### src/rtl/mc_pkg.sv
// Shared encodings for the multicycle MIPS controller: states, opcodes,
// ALU operation codes and datapath mux selects.
package mc_pkg;

   typedef enum logic [3:0] {
      S_FETCH  = 4'd0,
      S_DECODE = 4'd1,
      S_MEMADR = 4'd2,
      S_MEMRD  = 4'd3,
      S_MEMWB  = 4'd4,
      S_MEMWR  = 4'd5,
      S_REXEC  = 4'd6,
      S_RWB    = 4'd7,
      S_IEXEC  = 4'd8,
      S_IWB    = 4'd9,
      S_BEQEX  = 4'd10,
      S_BGTZEX = 4'd11,
      S_JEX    = 4'd12
   } state_t;

   localparam logic [5:0] OP_RTYPE = 6'b000000;
   localparam logic [5:0] OP_LW    = 6'b100011;
   localparam logic [5:0] OP_SW    = 6'b101011;
   localparam logic [5:0] OP_BEQ   = 6'b000100;
   localparam logic [5:0] OP_BGTZ  = 6'b000111;
   localparam logic [5:0] OP_ADDI  = 6'b001000;
   localparam logic [5:0] OP_XORI  = 6'b001110;
   localparam logic [5:0] OP_LUI   = 6'b001111;
   localparam logic [5:0] OP_LI    = 6'b011001;
   localparam logic [5:0] OP_J     = 6'b000010;

   localparam logic [2:0] ALU_ADD  = 3'b000;
   localparam logic [2:0] ALU_SUB  = 3'b001;
   localparam logic [2:0] ALU_RTYP = 3'b010;
   localparam logic [2:0] ALU_XORI = 3'b011;
   localparam logic [2:0] ALU_LUI  = 3'b100;
   localparam logic [2:0] ALU_BGTZ = 3'b101;
   localparam logic [2:0] ALU_LI   = 3'b110;

   localparam logic [1:0] SRCB_B    = 2'b00;
   localparam logic [1:0] SRCB_FOUR = 2'b01;
   localparam logic [1:0] SRCB_IMM  = 2'b10;
   localparam logic [1:0] SRCB_IMM2 = 2'b11;

   localparam logic [1:0] PCSRC_ALU    = 2'b00;
   localparam logic [1:0] PCSRC_ALUOUT = 2'b01;
   localparam logic [1:0] PCSRC_JUMP   = 2'b10;

endpackage

### src/rtl/mc_ctrl_fsm.sv
// Main control FSM of the multicycle MIPS core: sequences fetch, decode,
// execute, memory and writeback, stalling on the memory ready handshake.
module mc_ctrl_fsm
   import mc_pkg::*;
(
   input  logic       clk,
   input  logic       reset,
   input  logic [5:0] op,
   input  logic       memready,
   output logic       memread,
   output logic       memwrite,
   output logic       iord,
   output logic       irwrite,
   output logic       pcwrite,
   output logic       branch,
   output logic       branchgtz,
   output logic       regwrite,
   output logic       regdst,
   output logic       memtoreg,
   output logic       alusrca,
   output logic [1:0] alusrcb,
   output logic [1:0] pcsrc,
   output logic [2:0] aluop,
   output logic       illegal,
   output logic [3:0] state
);

   state_t state_q, state_d;
   // Remembers lw vs sw from DECODE so MEMADR does not look at op again.
   logic   is_sw_q, is_sw_d;

   logic mr_s, mw_s, irw_s, pcw_s, br_s, bg_s, rw_s, ill_s;

   // State register and load/store flag.
   always_ff @(posedge clk) begin
      if (reset) begin
         state_q <= S_FETCH;
         is_sw_q <= 1'b0;
      end else begin
         state_q <= state_d;
         is_sw_q <= is_sw_d;
      end
   end

   // Next-state and Moore output decode.
   always_comb begin
      state_d  = S_FETCH;
      is_sw_d  = is_sw_q;
      mr_s     = 1'b0;
      mw_s     = 1'b0;
      irw_s    = 1'b0;
      pcw_s    = 1'b0;
      br_s     = 1'b0;
      bg_s     = 1'b0;
      rw_s     = 1'b0;
      ill_s    = 1'b0;
      iord     = 1'b0;
      regdst   = 1'b0;
      memtoreg = 1'b0;
      alusrca  = 1'b0;
      alusrcb  = SRCB_B;
      pcsrc    = PCSRC_ALU;
      aluop    = ALU_ADD;
      case (state_q)
         S_FETCH: begin
            mr_s    = 1'b1;
            alusrcb = SRCB_FOUR;
            irw_s   = memready;
            pcw_s   = memready;
            state_d = memready ? S_DECODE : S_FETCH;
         end
         S_DECODE: begin
            alusrcb = SRCB_IMM2;
            is_sw_d = (op == OP_SW);
            case (op)
               OP_LW, OP_SW:                      state_d = S_MEMADR;
               OP_RTYPE:                          state_d = S_REXEC;
               OP_BEQ:                            state_d = S_BEQEX;
               OP_BGTZ:                           state_d = S_BGTZEX;
               OP_ADDI, OP_XORI, OP_LUI, OP_LI:   state_d = S_IEXEC;
               OP_J:                              state_d = S_JEX;
               default: begin
                  state_d = S_FETCH;
                  ill_s   = 1'b1;
               end
            endcase
         end
         S_MEMADR: begin
            alusrca = 1'b1;
            alusrcb = SRCB_IMM;
            state_d = is_sw_q ? S_MEMWR : S_MEMRD;
         end
         S_MEMRD: begin
            mr_s    = 1'b1;
            iord    = 1'b1;
            state_d = memready ? S_MEMWB : S_MEMRD;
         end
         S_MEMWB: begin
            rw_s     = 1'b1;
            memtoreg = 1'b1;
         end
         S_MEMWR: begin
            mw_s    = 1'b1;
            iord    = 1'b1;
            state_d = memready ? S_FETCH : S_MEMWR;
         end
         S_REXEC: begin
            alusrca = 1'b1;
            aluop   = ALU_RTYP;
            state_d = S_RWB;
         end
         S_RWB: begin
            rw_s   = 1'b1;
            regdst = 1'b1;
         end
         S_IEXEC: begin
            alusrca = 1'b1;
            alusrcb = SRCB_IMM;
            case (op)
               OP_XORI: aluop = ALU_XORI;
               OP_LUI:  aluop = ALU_LUI;
               OP_LI:   aluop = ALU_LI;
               default: aluop = ALU_ADD;
            endcase
            state_d = S_IWB;
         end
         S_IWB: begin
            rw_s = 1'b1;
         end
         S_BEQEX: begin
            alusrca = 1'b1;
            aluop   = ALU_SUB;
            pcsrc   = PCSRC_ALUOUT;
            br_s    = 1'b1;
         end
         S_BGTZEX: begin
            alusrca = 1'b1;
            aluop   = ALU_BGTZ;
            pcsrc   = PCSRC_ALUOUT;
            bg_s    = 1'b1;
         end
         S_JEX: begin
            pcsrc = PCSRC_JUMP;
            pcw_s = 1'b1;
         end
         default: begin
            state_d = S_FETCH;
         end
      endcase
   end

   // Reset suppresses every side effect on memory, PC, IR and register file.
   assign memread   = mr_s  & ~reset;
   assign memwrite  = mw_s  & ~reset;
   assign irwrite   = irw_s & ~reset;
   assign pcwrite   = pcw_s & ~reset;
   assign branch    = br_s  & ~reset;
   assign branchgtz = bg_s  & ~reset;
   assign regwrite  = rw_s  & ~reset;
   assign illegal   = ill_s & ~reset;
   assign state     = state_q;

endmodule

### config.mk
export PLATFORM = sky130hd
export DESIGN_NAME = mc_ctrl_fsm
export DESIGN_NICKNAME = d
export VERILOG_FILES = /design/src/rtl/mc_pkg.sv /design/src/rtl/mc_ctrl_fsm.sv
export SDC_FILE = /design/constraint.sdc
export NUM_CORES = 1
export LEC_CHECK = 0
export ABC_AREA = 1
export CAP_MARGIN = 20
export CELL_PAD_IN_SITES_DETAIL_PLACEMENT = 1
export CELL_PAD_IN_SITES_GLOBAL_PLACEMENT = 1
export CORE_MARGIN = 4
export CORE_UTILIZATION = 27
export DETAILED_ROUTE_END_ITERATION = 10
export PLACE_DENSITY = 0.88
export SLEW_MARGIN = 10
export SYNTH_ARGS = -nofsm -noshare
export SYNTH_HDL_FRONTEND = slang
export SYNTH_SLANG_ARGS = --single-unit
### constraint.sdc
create_clock -name clk -period 1.63 [get_ports clk]
set_input_delay 0.2445 -clock clk [delete_from_list [all_inputs] [get_ports clk]]
set_output_delay 0.2445 -clock clk [all_outputs]
set_load 0.01 [all_outputs]
Word level (Yosys, flattened, before mapping)
Index checks and enable logic that the tools add are counted.

Register bits after elaboration: 5. Output and inout port bits: 23. Word-level logic and storage cells: 66.

Equality and inequality tests: 21. Multiplexer cells: 23. Bitwise logic cells: 9. Reduce and logical (&&, ||, !) cells: 11.

Operators with widths (count): one-hot mux 4 bit (7 select lines) (1); one-hot mux 4 bit (6 select lines) (1); equality test 4 bit (second input constant) (5); equality test 6 x 4 -> 1 bit (second input constant) (3); equality test 4 x 3 -> 1 bit (second input constant) (4); two-way mux 1 bit (13); equality test 6 x 3 -> 1 bit (second input constant) (2); equality test 6 bit (second input constant) (2); one-hot mux 3 bit (4 select lines) (1); OR reduction 10 bit (1); OR reduction 2 bit (5); two-way mux 3 bit (3); one-hot mux 3 bit (3 select lines) (1); AND 1 bit (8); equality test 4 x 2 -> 1 bit (second input constant) (2); equality test 6 x 2 -> 1 bit (second input constant) (1); equality test 6 x 5 -> 1 bit (second input constant) (1); zero test 6 bit (1); one-hot mux 2 bit (3 select lines) (1); OR reduction 5 bit (1); equality test 4 x 1 -> 1 bit (second input constant) (1); zero test 4 bit (1); one-hot mux 2 bit (2 select lines) (1); OR reduction 4 bit (1); 3 further kinds (3).

Logic depth before layout (Yosys ltp)
Word-level depth: 5. Mapped depth: 8. Mapped depth without buffers: 8.

Least setup slack after synthesis
Ideal clock, no wire load.

Path kind: reg2out. Start point: register state_q[2] (netlist: state[2]). End point: output regwrite. Arrival time: 1.141 ns. Required time: 1.385 ns. Slack: 0.245 ns. Cell stages (with the launch flop): 7. Cell sequence: dfxtp_1 -> inv_2 -> nor2_2 -> inv_1 -> nor2_1 -> o31ai_1 -> inv_1.

Cells in the longest elaborated chain, start to end: 4.

RTL lines: start, declared (line mc_ctrl_fsm.sv:28) `state_t state_q, state_d;`; start signal, assigned (line mc_ctrl_fsm.sv:40) `state_q <= state_d;`; equality test 4 bit or equality test 4 x 3 -> 1 bit (tied branches) (line mc_ctrl_fsm.sv:64) `case (state_q)`; OR reduction 3 bit (no source line) *; two-way mux 1 bit * (line mc_ctrl_fsm.sv:64); AND 1 bit * (line mc_ctrl_fsm.sv:159) `assign regwrite = rw_s & ~reset;`; end, declared (line mc_ctrl_fsm.sv:17) `output logic regwrite,`.

Every way passes the cells marked *; elsewhere a longest branch is shown, timed or not.

Final worst setup path
Start point: register state_q[2] (netlist: state[2]). End point: output memread.

Cells in the longest elaborated chain, start to end: 4.

RTL lines: equality test 4 x 2 -> 1 bit or zero test 4 bit (tied branches) (line mc_ctrl_fsm.sv:64); OR reduction 2 bit (no source line) *; two-way mux 1 bit * (line mc_ctrl_fsm.sv:64); AND 1 bit * (line mc_ctrl_fsm.sv:153) `assign memread = mr_s & ~reset;`; end, declared (line mc_ctrl_fsm.sv:10) `output logic memread,`.

Marks and branches as above.

==> impl_metrics.py <==
metrics = {
    "cts": {
        "clockRootBuffer": "clkbuf_4",
        "cts-htree-levels": 1,
        "cts_hold_buffers": 0,
        "insertion_delay_ps": 280,
        "cts_buffers": 3,
        "clkTransAtPathRegs_ps": 60,
        "clockBufferDepth": 2,
        "clock-sinks": 5,
        "cts_tree": "built",
    },
    "synthesis": {
        "synthFlopType": "dfxtp_1",
        "syn_area_per_cell_um2": 5.63,
        "ys.warnings.count": 0,
        "synth_area_leaders": "dfxtp_1, nor2_1, nand2_1",
        "synth_common_cells": "nor2_1, nand2_1, inv_1",
        "ys_seq_area_share_pct": 15.3,
        "synth_seq_cells": 5,
        "async_flop_share_pct": 0,
        "synth_cell_types": 25,
        "syn-num-nets": 125,
        "synth.most_common_cell": "nor2_1",
        "yosys.area.top_type": "dfxtp_1",
        "syn_area_um2": 653,
        "synth-edff-count": 0,
        "syn_inst": 116,
        "synthDominantCellAreaShare_pct": 15.3,
    },
    "sta": {
        "hold_viol": 0,
        "drv_slew": 0,
        "tightest_slew_ps": 276,
        "final.setup.worst_slack_ps": -120,
        "rsz0062_at_grt": "true",
        "setup_violations": 11,
        "min_period_ps": 1750,
        "slew_headroom_pct": 81.5,
        "clock_skew_ps": 2.73,
        "fmax_ghz": 0.572,
        "setup-tns-final_ps": -744,
        "holdWs_ps": 474,
        "period_share_pct": 107,
    },
    "pwr": {
        "power.density_mw_per_mm2": 411,
        "netSwitchingFraction_pct": 41.5,
        "p_switching_uw": 242,
        "seq_power_share_pct": 22.9,
        "clkPwrFrac_pct": 31.3,
        "p_leak_nw": 0.742,
        "p_int_uw": 341,
        "power_frac_comb_pct": 45.8,
        "ir_worst_vdd_v": 0.000291,
    },
    "worst_setup_path": {
        "critPathKind": "reg -> out",
        "slowest_stage": "dfxtp_4",
        "cp_top_family": "buffers and inverters",
        "cp_cell_sequence": "buf_6, nor2_4, buf_4, nand2_2, a21oi_2, buf_2",
        "required_ps": 1390,
        "crit_fanout": 4,
        "crit_path_end_kind": "output pin",
        "critPathMaxStageDelay_ps": 360,
        "cp-start-kind": "register",
        "cp.arrival_ps": 1510,
        "critPathBufInv": 3,
    },
    "global_route": {
        "grt_pass1_wl_um": 5890,
        "grt_pass1_vias": 1237,
        "grt_start_max_net_pins": 8,
        "grt_overflow": 0,
        "gr-usage-all-layers_pct": 24.1,
        "antenna_found_initial": 0,
    },
    "floorplanning": {
        "die_area_mm2": 0.00327,
        "die_w_um": 57.2,
        "num_rows": 17,
        "die_y_um": 57.2,
        "fp.coreArea_mm2": 0.00225,
        "ios": 32,
        "start_util_pct": 29.0,
    },
    "finish": {
        "syn_to_final_growth_pct": 117,
        "drive_above_1_share_pct": 63.9,
        "fill_cells": 310,
        "finish.net_count": 201,
        "stdcell_area_mm2": 0.00142,
        "antenna-diode-count": 0,
    },
    "drt": {
        "wl_per_cell_um": 20.7,
        "drtIter0Drc": 34,
        "drt-total-wl_um": 4540,
        "drc": 0,
        "antenna_left": 0,
        "vias_per_cell": 5.40,
        "num_vias": 1183,
        "first_pass_iters": 4,
    },
    "place": {
        "globalplace.congestion": 0.833,
        "post-dp-hpwl_um": 2840,
        "dp_slack_ps": -592,
        "portBuffers": 31,
        "place_area_mm2": 0.00126,
    },
    "outcome": {
        "outcome": "finished with violations",
        "violations": "setup timing",
    },
    "job": {
        "cap_violations": 0,
    },
    "hold_path": {
        "hold_path.class": "in -> reg",
    },
}
metrics by stage:
step,power (mW),instances,util (%)
global route,0.605,219,62.9
detailed placement,0.359,209,55.8
global placement,0.346,209,55.8
CTS,0.510,214,56.9
finish,0.583,219,62.9
floorplan,0.220,116,-
repair_timing:
item	4_1_cts	5_1_grt
setup buffers	1	5
endpoints found under the setup margin	22	20
pin swaps	6	18
gates resized for setup	83	55
flip-flops by register name, indices dropped and copies added (netlist names):
| name | flops |
|---|---|
| is_sw_q | 1 |
| state | 4 |
metal layers:
layer  vias to the layer above  share of wire [%]  global-route usage, %
met5                         -                  0                      0
met4                         0                6.6                   15.6
met3                        25                5.3                   3.85
met2                        76                 54                   47.5
met1                       563                 35                   22.4
li1                        519                  -                      -
worst min-delay path, cell delays in order:
cell	delay, ps
dlymetal6s2s_1	240
buf_4	180
a21oi_1	50
power by group through the flow:
stage | sequential, mW | combinational, mW | clock, mW
detailed placement | 0.138 | 0.221 | 0
global route | 0.134 | 0.280 | 0.191
CTS | 0.134 | 0.216 | 0.160
finish | 0.134 | 0.267 | 0.182
global placement | 0.138 | 0.208 | 0
floorplan | 0.140 | 0.0809 | 0
logic make-up (layout without fill, tap and decap cells):
| group | Yosys count | in the layout | share of synthesized area (%) |
|---|---|---|---|
| buffers and inverters | 21 | 96 | 12.1 |
| flip-flops | 5 | 5 | 15.3 |
| AO/OA/AOI/OAI | 12 | 12 | 13.4 |
| AND/OR/NAND/NOR | 78 | 78 | 59.2 |
area by class of cell:
class                      count  area [µm²]  share of cell area [%]
clock buffer                   4        26.3                    1.85
inverter                      20        81.3                    5.73
multi-input combinational     90         606                    42.7
sequential                     5         115                    8.11
timing repair buffer          72         556                    39.2
tap                           28        35.0                    2.47
placed cells by master (no fill, tap or decap), types with 2 or more instances in the layout:
cell type / synthesis / final
a21oi_1: 4 / 3
buf_2: 0 / 11
buf_4: 0 / 36
buf_6: 0 / 8
clkbuf_2: 0 / 5
clkbuf_4: 0 / 3
clkdlybuf4s50_1: 0 / 4
dfxtp_4: 0 / 4
dlygate4sd2_1: 0 / 6
inv_1: 13 / 8
inv_2: 6 / 9
inv_4: 0 / 2
nand2_1: 21 / 12
nand2_2: 5 / 11
nand2_4: 1 / 4
nand3_1: 12 / 10
nand3_2: 0 / 2
nand3b_1: 2 / 2
nor2_1: 25 / 14
nor2_2: 4 / 8
nor2_4: 4 / 11
final timing paths:
check,slack (ps),to,from,cells past startpoint
worst min register to register,540,is_sw_q,is_sw_q,2
worst max register to register,20,state[0],state[2],9
worst max-delay path,-120,memread,state[2],6
worst min-delay path,470,state[3],reset,3
No activity file was read; power rests on OpenSTA's default activity.
